--- src/rtl/aes_pkg.sv ---
// Shared AES types and GF(2^8) helpers for the MixColumns datapath.
// The field polynomial is x^8 + x^4 + x^3 + x + 1 (0x11B).
package aes_pkg;

    typedef logic [7:0]   byte_t;
    typedef logic [31:0]  column_t;
    typedef logic [127:0] state_t;

    localparam byte_t GF_REDUCE = 8'h1B;

    // Leftmost coefficient row of each matrix; the other rows are rotations of it.
    // Each coefficient is a bit mask over {x8, x4, x2, x1}.
    localparam logic [3:0] FWD_ROW [4] = '{4'h2, 4'h3, 4'h1, 4'h1};
    localparam logic [3:0] INV_ROW [4] = '{4'hE, 4'hB, 4'hD, 4'h9};

    typedef enum logic [1:0] {
        IDLE = 2'd0,
        RUN  = 2'd1,
        DONE = 2'd2
    } mc_state_t;

    function automatic byte_t xtime(input byte_t b);
        return {b[6:0], 1'b0} ^ (b[7] ? GF_REDUCE : 8'h00);
    endfunction

endpackage

--- src/rtl/mix_column_unit.sv ---
// Combinational MixColumns / InvMixColumns on one 32-bit column.
// Every constant product is an XOR of the x1/x2/x4/x8 xtime chain.
module mix_column_unit
    import aes_pkg::*;
(
    input  logic    [31:0] col_in,
    input  logic           inverse,
    output logic    [31:0] col_out
);

    function automatic byte_t mulc(input byte_t b, input logic [3:0] c);
        byte_t x2, x4, x8;
        x2 = xtime(b);
        x4 = xtime(x2);
        x8 = xtime(x4);
        return (c[0] ? b  : 8'h00) ^ (c[1] ? x2 : 8'h00) ^
               (c[2] ? x4 : 8'h00) ^ (c[3] ? x8 : 8'h00);
    endfunction

    byte_t in_b  [4];
    byte_t out_b [4];

    always_comb begin
        for (int r = 0; r < 4; r++) begin
            in_b[r] = col_in[31 - 8*r -: 8];
        end
        for (int r = 0; r < 4; r++) begin
            out_b[r] = 8'h00;
            // Row r weights input byte (r+j) mod 4 with row0 coefficient j.
            for (int j = 0; j < 4; j++) begin
                out_b[r] = out_b[r] ^
                    mulc(in_b[(r + j) % 4], inverse ? INV_ROW[j] : FWD_ROW[j]);
            end
        end
        col_out = {out_b[0], out_b[1], out_b[2], out_b[3]};
    end

endmodule

--- src/rtl/mix_columns_engine.sv ---
// Multi-cycle MixColumns / InvMixColumns over a 128-bit state,
// transforming COLS_PER_CYCLE columns of the work register in place per clock.
module mix_columns_engine
    import aes_pkg::*;
#(
    parameter int COLS_PER_CYCLE = 1
) (
    input  logic            clk,
    input  logic            n_rst,
    input  logic            in_valid,
    output logic            in_ready,
    input  logic            inverse,
    input  logic [127:0]    state_in,
    output logic            out_valid,
    input  logic            out_ready,
    output logic [127:0]    state_out,
    output logic            busy,
    output mc_state_t       dbg_state
);

    if (!(COLS_PER_CYCLE == 1 || COLS_PER_CYCLE == 2 || COLS_PER_CYCLE == 4)) begin : g_bad_param
        $error("mix_columns_engine: COLS_PER_CYCLE must be 1, 2 or 4");
    end

    localparam logic [2:0] STEP = 3'(COLS_PER_CYCLE);
    localparam logic [2:0] LAST = 3'(4 - COLS_PER_CYCLE);

    mc_state_t    state_q;
    logic [2:0]   col_cnt_q;
    logic         mode_q;
    state_t       work_q;
    logic         out_valid_q;
    logic         busy_q;

    logic [1:0]   idx     [COLS_PER_CYCLE];
    column_t      col_in  [COLS_PER_CYCLE];
    column_t      col_out [COLS_PER_CYCLE];

    // Handshake: a state transfers on a rising edge where in_valid & in_ready;
    // a result leaves on a rising edge where out_valid & out_ready. in_valid and
    // state_in/inverse are ignored whenever in_ready is low, and state_out is
    // held while out_valid is high and out_ready is low.
    assign in_ready  = (state_q == IDLE) || ((state_q == DONE) && out_ready);
    assign out_valid = out_valid_q;
    assign busy      = busy_q;
    assign state_out = work_q;
    assign dbg_state = state_q;

    for (genvar i = 0; i < COLS_PER_CYCLE; i++) begin : g_col
        // Column c occupies work_q[127-32c -: 32], i.e. slot (3-c) from the LSB end.
        assign idx[i]    = col_cnt_q[1:0] + 2'(i);
        assign col_in[i] = work_q[{2'd3 - idx[i], 5'b0} +: 32];

        mix_column_unit u_mcu (
            .col_in  (col_in[i]),
            .inverse (mode_q),
            .col_out (col_out[i])
        );
    end

    always_ff @(posedge clk or negedge n_rst) begin
        if (!n_rst) begin
            state_q     <= IDLE;
            col_cnt_q   <= 3'd0;
            mode_q      <= 1'b0;
            work_q      <= '0;
            out_valid_q <= 1'b0;
            busy_q      <= 1'b0;
        end else begin
            case (state_q)
                IDLE: begin
                    if (in_valid) begin
                        work_q    <= state_in;
                        mode_q    <= inverse;
                        col_cnt_q <= 3'd0;
                        busy_q    <= 1'b1;
                        state_q   <= RUN;
                    end
                end
                RUN: begin
                    for (int i = 0; i < COLS_PER_CYCLE; i++) begin
                        work_q[{2'd3 - idx[i], 5'b0} +: 32] <= col_out[i];
                    end
                    col_cnt_q <= col_cnt_q + STEP;
                    if (col_cnt_q == LAST) begin
                        busy_q      <= 1'b0;
                        out_valid_q <= 1'b1;
                        state_q     <= DONE;
                    end
                end
                DONE: begin
                    if (out_ready) begin
                        out_valid_q <= 1'b0;
                        if (in_valid) begin
                            work_q    <= state_in;
                            mode_q    <= inverse;
                            col_cnt_q <= 3'd0;
                            busy_q    <= 1'b1;
                            state_q   <= RUN;
                        end else begin
                            state_q <= IDLE;
                        end
                    end
                end
                default: begin
                    state_q     <= IDLE;
                    out_valid_q <= 1'b0;
                    busy_q      <= 1'b0;
                end
            endcase
        end
    end

endmodule
--- config.mk ---
export PLATFORM = sky130hd
export DESIGN_NAME = mix_columns_engine
export DESIGN_NICKNAME = d
export VERILOG_FILES = /design/src/rtl/aes_pkg.sv /design/src/rtl/mix_column_unit.sv /design/src/rtl/mix_columns_engine.sv
export SDC_FILE = /design/constraint.sdc
export NUM_CORES = 1
export LEC_CHECK = 0
export ABC_AREA = 1
export CAP_MARGIN = 10
export CORE_MARGIN = 5
export CORE_UTILIZATION = 40
export DETAILED_ROUTE_END_ITERATION = 7
export PLACE_DENSITY_LB_ADDON = 0.2
export SLEW_MARGIN = 20
export SYNTH_ARGS = -nofsm -noshare
export SYNTH_HDL_FRONTEND = slang
export SYNTH_HIERARCHICAL = 1
export SYNTH_SLANG_ARGS = --single-unit
export TNS_END_PERCENT = 20
--- constraint.sdc ---
create_clock -name clk -period 6.3 [get_ports clk]
set_input_delay 0.63 -clock clk [delete_from_list [all_inputs] [get_ports clk]]
set_output_delay 0.63 -clock clk [all_outputs]
set_load 0.01 [all_outputs]
==> results of run 1 <==
sequential cells by signal, summed over array words and instances (netlist names):
register / count
busy: 1
col_cnt_q: 3
dbg_state: 2
mode_q: 1
out_valid: 1
state_out: 128
synthesized netlist by cell type (13+ instances only):
cell type / count
nand2_2: 16
inv_2: 40
xor2_1: 125
nor2_1: 118
inv_1: 109
o22ai_1: 33
buf_2: 46
nand3_1: 123
nand2_1: 1073
o21ai_0: 129
xnor2_1: 38
dfrtp_1: 136
nand4_1: 13
clkbuf_1: 39
buf_4: 23
how the worst max path moves through the flow:
stage | end | slack (ns) | cells past startpoint | start
2_1_floorplan | state_out[36] | 3.33 | 23 | col_cnt_q[0]
3_3_place_gp | state_out[124] | 1.08 | 21 | col_cnt_q[1]
3_5_place_dp | state_out[125] | 1.22 | 18 | col_cnt_q[1]
4_1_cts | state_out[125] | 1.21 | 18 | col_cnt_q[1]
5_1_grt | state_out[93] | 0.57 | 18 | col_cnt_q[1]
6_report | state_out[125] | 1.04 | 18 | col_cnt_q[1]
routing by layer:
layer	routed length [um]	track usage
met5	0	0
met4	3350	0.162
met3	4660	0.0456
met2	25500	0.497
met1	23600	0.414
metrics by stage:
stage	instance area [um^2]	std cells	setup slack, ns	hold slack [ns]	util
2_1_floorplan	12700	2138	3.33	0.334	-
3_5_place_dp	15600	2721	1.22	0.469	0.495
4_1_cts	16200	2753	1.21	0.296	0.514
5_1_grt	16200	2753	0.573	0.339	0.514
6_report	16200	2754	1.04	0.278	0.514
3_3_place_gp	15500	2719	1.08	0.460	0.494
cell type report:
class,instances,share of cell area
Antenna cell,1,0.000155
Clock buffer,17,0.0263
Clock inverter,15,0.0107
Inverter,151,0.0350
Multi-Input combinational cell,1738,0.508
Sequential cell,136,0.210
Tap cell,402,0.0311
Timing Repair Buffer,294,0.179
kinds of logic after synthesis:
family | count (synthesis)
DFF | 136
xor gates and xnor gates | 172
and+or+nand+nor | 1382
adders and majority gates | 5
AOI/OAI and AO/OA | 179
buffers and inverters | 264
==> run metrics, run 1 <==
outcome finished, final reports clean; mux cell area share after synthesis 0; sequential area share after synthesis 0.267; count of final max-slew check failures 0; Register Area 0.00341 mm^2; reg2reg start col_cnt_q[1]; Layout fillers 3264; initial antenna violation count 0; Die W 188 um; layout cells sized above 1 0.0668; area share of the largest cell type after synthesis 0.316; fin crit share 0.835; Tightest Hold Check Type primary input to async pin; Starting Density 0.404; maximum clock insertion buffer count 2; Post-Synthesis Cells 2138; DP HPWL between 40000 and 50000 um; critical path startpoint category flop; hold buffers post-CTS 0; xor-xnor portion of the synthesized cell area 0.125; Die Ht about 190 um; vias in the first global route 14100; Worst Path Max Fanout 37; r2r endpoint state_out[125]; GRT Overall Usage 0.313; IO Count roughly 270; pin count of the biggest net entering global routing 84; DRC viols 0; Setup TNS 0 ns; CTS tree built; worst slew pin tran around 1.1 ns; GPL Wtd Cong around 1.1; Synth Cell Area 0.0127 mm^2; R2R depth 18; input/output buffers ~270; WP buf/inv 3; area of the multi-input gates between 0.008 and 0.009 mm^2; CP endpoint kind flop; Avg WL per Cell 20.7 um; Setup Viol. Count Final 0; Final Hold Viols 0; syn nets about 2300; total wire length roughly 57000 um; simple-gate share of the synthesized area 0.438; Worst R2R Setup Slack just over 1 ns; total iterations of the first detailed-routing run 8; Critical Path AT 5.64 ns; WP data required about 6.7 ns; post-synthesis compound-gate area fraction 0.0745; most frequent cells in the layout nand2_1, clkdlybuf4s50_1, dfrtp_1, o21ai_0, xor2_1; first-pass GRT wire length roughly 86000 um; Layout area overhead 27.1%; post-cts resize count 0; Mean Syn Cell Area between 5 and 6 um^2; MaxCap Viol Count 0; worst-path cell chain inv_1 > o21ai_0 > o22ai_1 > inv_2 > nand2_1 > nand2_1 > nand2_1 > nand3_2 > xor2_1 > o21ai_0 > nand2_1 > xor2_1 > nand3_1 > inv_1 > nand2_1 > nand2_1 > nand2_1 > nand2_1; number of synthesized flops with an enable pin 0; Synth async-reset ratio 1.00; adder and majority gate portion of the synthesized area 0.00491; clock root cell clkbuf_16; Worst Clk Skew 0.0200 ns; CP peak stage delay just over 0.9 ns; Cell Rows between 60 and 70; Synth area leaders nand2_1, dfrtp_1, xor2_1, o21ai_0, nand3_1; Setup Crit Path Kind flop to flop; ys flop type dfrtp_1; core area approximately 0.031 mm^2; H-tree Lvls 4; fin crit period roughly 5.3 ns; Rel. slew slack 0.249; CP max stage cell o22ai_1; Detailed Route Iter0 Violations approximately 1600; Setup Fix Bufs, Post-CTS 0; clk_lat worst skew ~0.44 ns; routed vias between 10000 and 15000; clock transition at the registers of the reported paths approximately 0.080 ns; global route total overflow 0; flops & latches, synth between 100 and 150; Yosys cell types 33; drt via density roughly 5.4; Routed Antenna Nets 0; largest family of logic cells by synthesized area simple AND/OR/NAND/NOR gates; nets@finish around 2500; Most Frequent Cell on Critical Path nand2_1; area leader, netlist nand2_1; cell family with most CP delay compound AO/OA/AOI/OAI gates; commonest non-fill, non-tap cell in the layout nand2_1; Sink Count 136; die area 0.0355 mm^2; Synth warnings 6; Max Clk Rate 190 MHz; RSZ-0062 raised after global routing no; CTS Buf Count 17
Power of run 1 is left out: the tool's default activity adds up to more than one toggle a clock period on the data nets, which glitch-free logic cannot reach.
==> run 2: changes to the inputs <==
==> constraint.sdc (replaced) <==
create_clock -name clk -period 4.26 [get_ports clk]
set_input_delay 0.426 -clock clk [delete_from_list [all_inputs] [get_ports clk]]
set_output_delay 0.426 -clock clk [all_outputs]
set_load 0.01 [all_outputs]
==> run metrics, run 2 (same netlist as run 1, synthesis figures left out) <==
R2R depth 18; Worst Path Max Fanout 14; core area between 0.03 and 0.04 mm^2; WP data required 4.64 ns; Avg WL per Cell roughly 22 um; Setup Fix Bufs, Post-CTS 0; Worst R2R Setup Slack approximately 0.44 ns; Sink Count 136; Tightest Hold Check Type primary input to async pin; Rel. slew slack 0.450; fin cells about 2800; Die W approximately 190 um; reg2reg start col_cnt_q[1]; CP peak stage delay around 0.38 ns; Max Clk Rate around 260 MHz; fin crit share 0.896; clock transition at the registers of the reported paths 0.06 ns; worst slew pin tran ~0.8 ns; vias in the first global route about 14000; DP HPWL 46600 um; Routed Antenna Nets 0; nets@finish between 2000 and 3000; MaxCap Viol Count 0; Layout area overhead 29.0%; input/output buffers between 200 and 300; max reg flops between 100 and 150; CP endpoint kind flop; routed vias roughly 15000; outcome finished, final reports clean; total wire length approximately 60000 um; Most Frequent Cell on Critical Path nand2_1; worst-path cell chain inv_1 > buf_4 > o21ai_0 > o22ai_1 > buf_4 > inv_2 > nand2_1 > nand3_2 > xnor2_1 > nand2_1 > nand2_1 > xor2_1 > nor2_1 > nor2_1 > nand3_1 > o21ai_0 > nand2_1 > nand2_1; cell family with most CP delay simple AND/OR/NAND/NOR gates; Cell Rows between 60 and 70; RSZ-0062 raised after global routing no; Die Ht around 190 um; most frequent cells in the layout nand2_1, clkdlybuf4s50_1, dfrtp_1, o21ai_0, xor2_1; maximum clock insertion buffer count 2; Setup Crit Path Kind flop to flop; pin count of the biggest net entering global routing ~80; fin crit period around 3.8 ns; global route total overflow 0; hold buffers post-CTS 0; CTS tree built; first-pass GRT wire length between 80000 and 90000 um; IO Count about 270; initial antenna violation count 0; GRT Overall Usage 0.332; r2r endpoint state_out[49]; Setup TNS 0 ns; total placed cells including tap cells approximately 2800; drt via density roughly 5.3; Setup Viol. Count Final 0; layout cells sized above 1 0.0796; commonest non-fill, non-tap cell in the layout nand2_1; DRC viols 0; clk_lat worst skew ~0.45 ns; Layout fillers 3206; WP buf/inv 4; total iterations of the first detailed-routing run 6; CP max stage cell dfrtp_1; GPL Wtd Cong 1.04; Final Hold Viols 0; Critical Path AT approximately 4.2 ns; die area 0.0355 mm^2; CTS Buf Count 17; critical path startpoint category flop; clock root cell clkbuf_16; count of final max-slew check failures 0; ant diodes 0; Worst Clk Skew 0.0196 ns; Starting Density 0.404; Detailed Route Iter0 Violations about 1500; H-tree Lvls 4; post-cts resize count 0
[run 2: worst max-delay path by stage]
stage / startpoint / endpoint / slack, ns / cells after the start
2_1_floorplan: col_cnt_q[0] / state_out[36] / 1.29 / 23
3_3_place_gp: col_cnt_q[1] / state_out[68] / 0.43 / 24
3_5_place_dp: col_cnt_q[1] / state_out[36] / 0.45 / 22
4_1_cts: col_cnt_q[1] / state_out[100] / 0.43 / 24
5_1_grt: col_cnt_q[1] / state_out[36] / 0.15 / 23
6_report: col_cnt_q[1] / state_out[49] / 0.44 / 18
[run 2: area by class of cell]
cell class / instances / area [um^2] / share of cell area
multi-input combinational: 1738 / 8190 / 0.499
sequential: 136 / 3410 / 0.207
timing repair buffer: 334 / 3210 / 0.195
inverter: 151 / 567 / 0.0345
tap: 402 / 503 / 0.0306
clock buffer: 19 / 443 / 0.0270
clock inverter: 8 / 103 / 0.00625
[run 2: per-layer routing]
| layer | GRT usage | vias up | part of all wire |
|---|---|---|---|
| li1 | - | 7080 | - |
| met2 | 0.535 | 758 | 0.45 |
| met4 | 0.157 | 0 | 0.055 |
| met1 | 0.426 | 6749 | 0.41 |
| met5 | 0 | - | 0 |
| met3 | 0.0695 | 152 | 0.082 |
[run 2: metrics by stage]
step / setup WS [ns] / hold slack [ns] / area [um^2] / util
floorplan: 1.29 / 0.130 / 12700 / -
global placement: 0.428 / 0.474 / 15900 / 0.504
detailed placement: 0.449 / 0.488 / 15900 / 0.504
CTS: 0.425 / 0.0635 / 16400 / 0.521
global route: 0.153 / 0.0885 / 16400 / 0.522
finish: 0.442 / 0.0279 / 16400 / 0.522
Power of run 2 is left out for the same reason.
==> run 3: changes to the inputs <==
--- a/config.mk
+++ b/config.mk
@@ -9,6 +9,7 @@
 export CAP_MARGIN = 10
 export CORE_MARGIN = 5
 export CORE_UTILIZATION = 40
+export CTS_CLUSTER_DIAMETER = 40
 export DETAILED_ROUTE_END_ITERATION = 7
 export PLACE_DENSITY_LB_ADDON = 0.2
 export SLEW_MARGIN = 20
==> results of run 3 <==
The final DEF is identical to that of run 2; final timing and power are the same.
Power of run 3 is left out for the same reason.
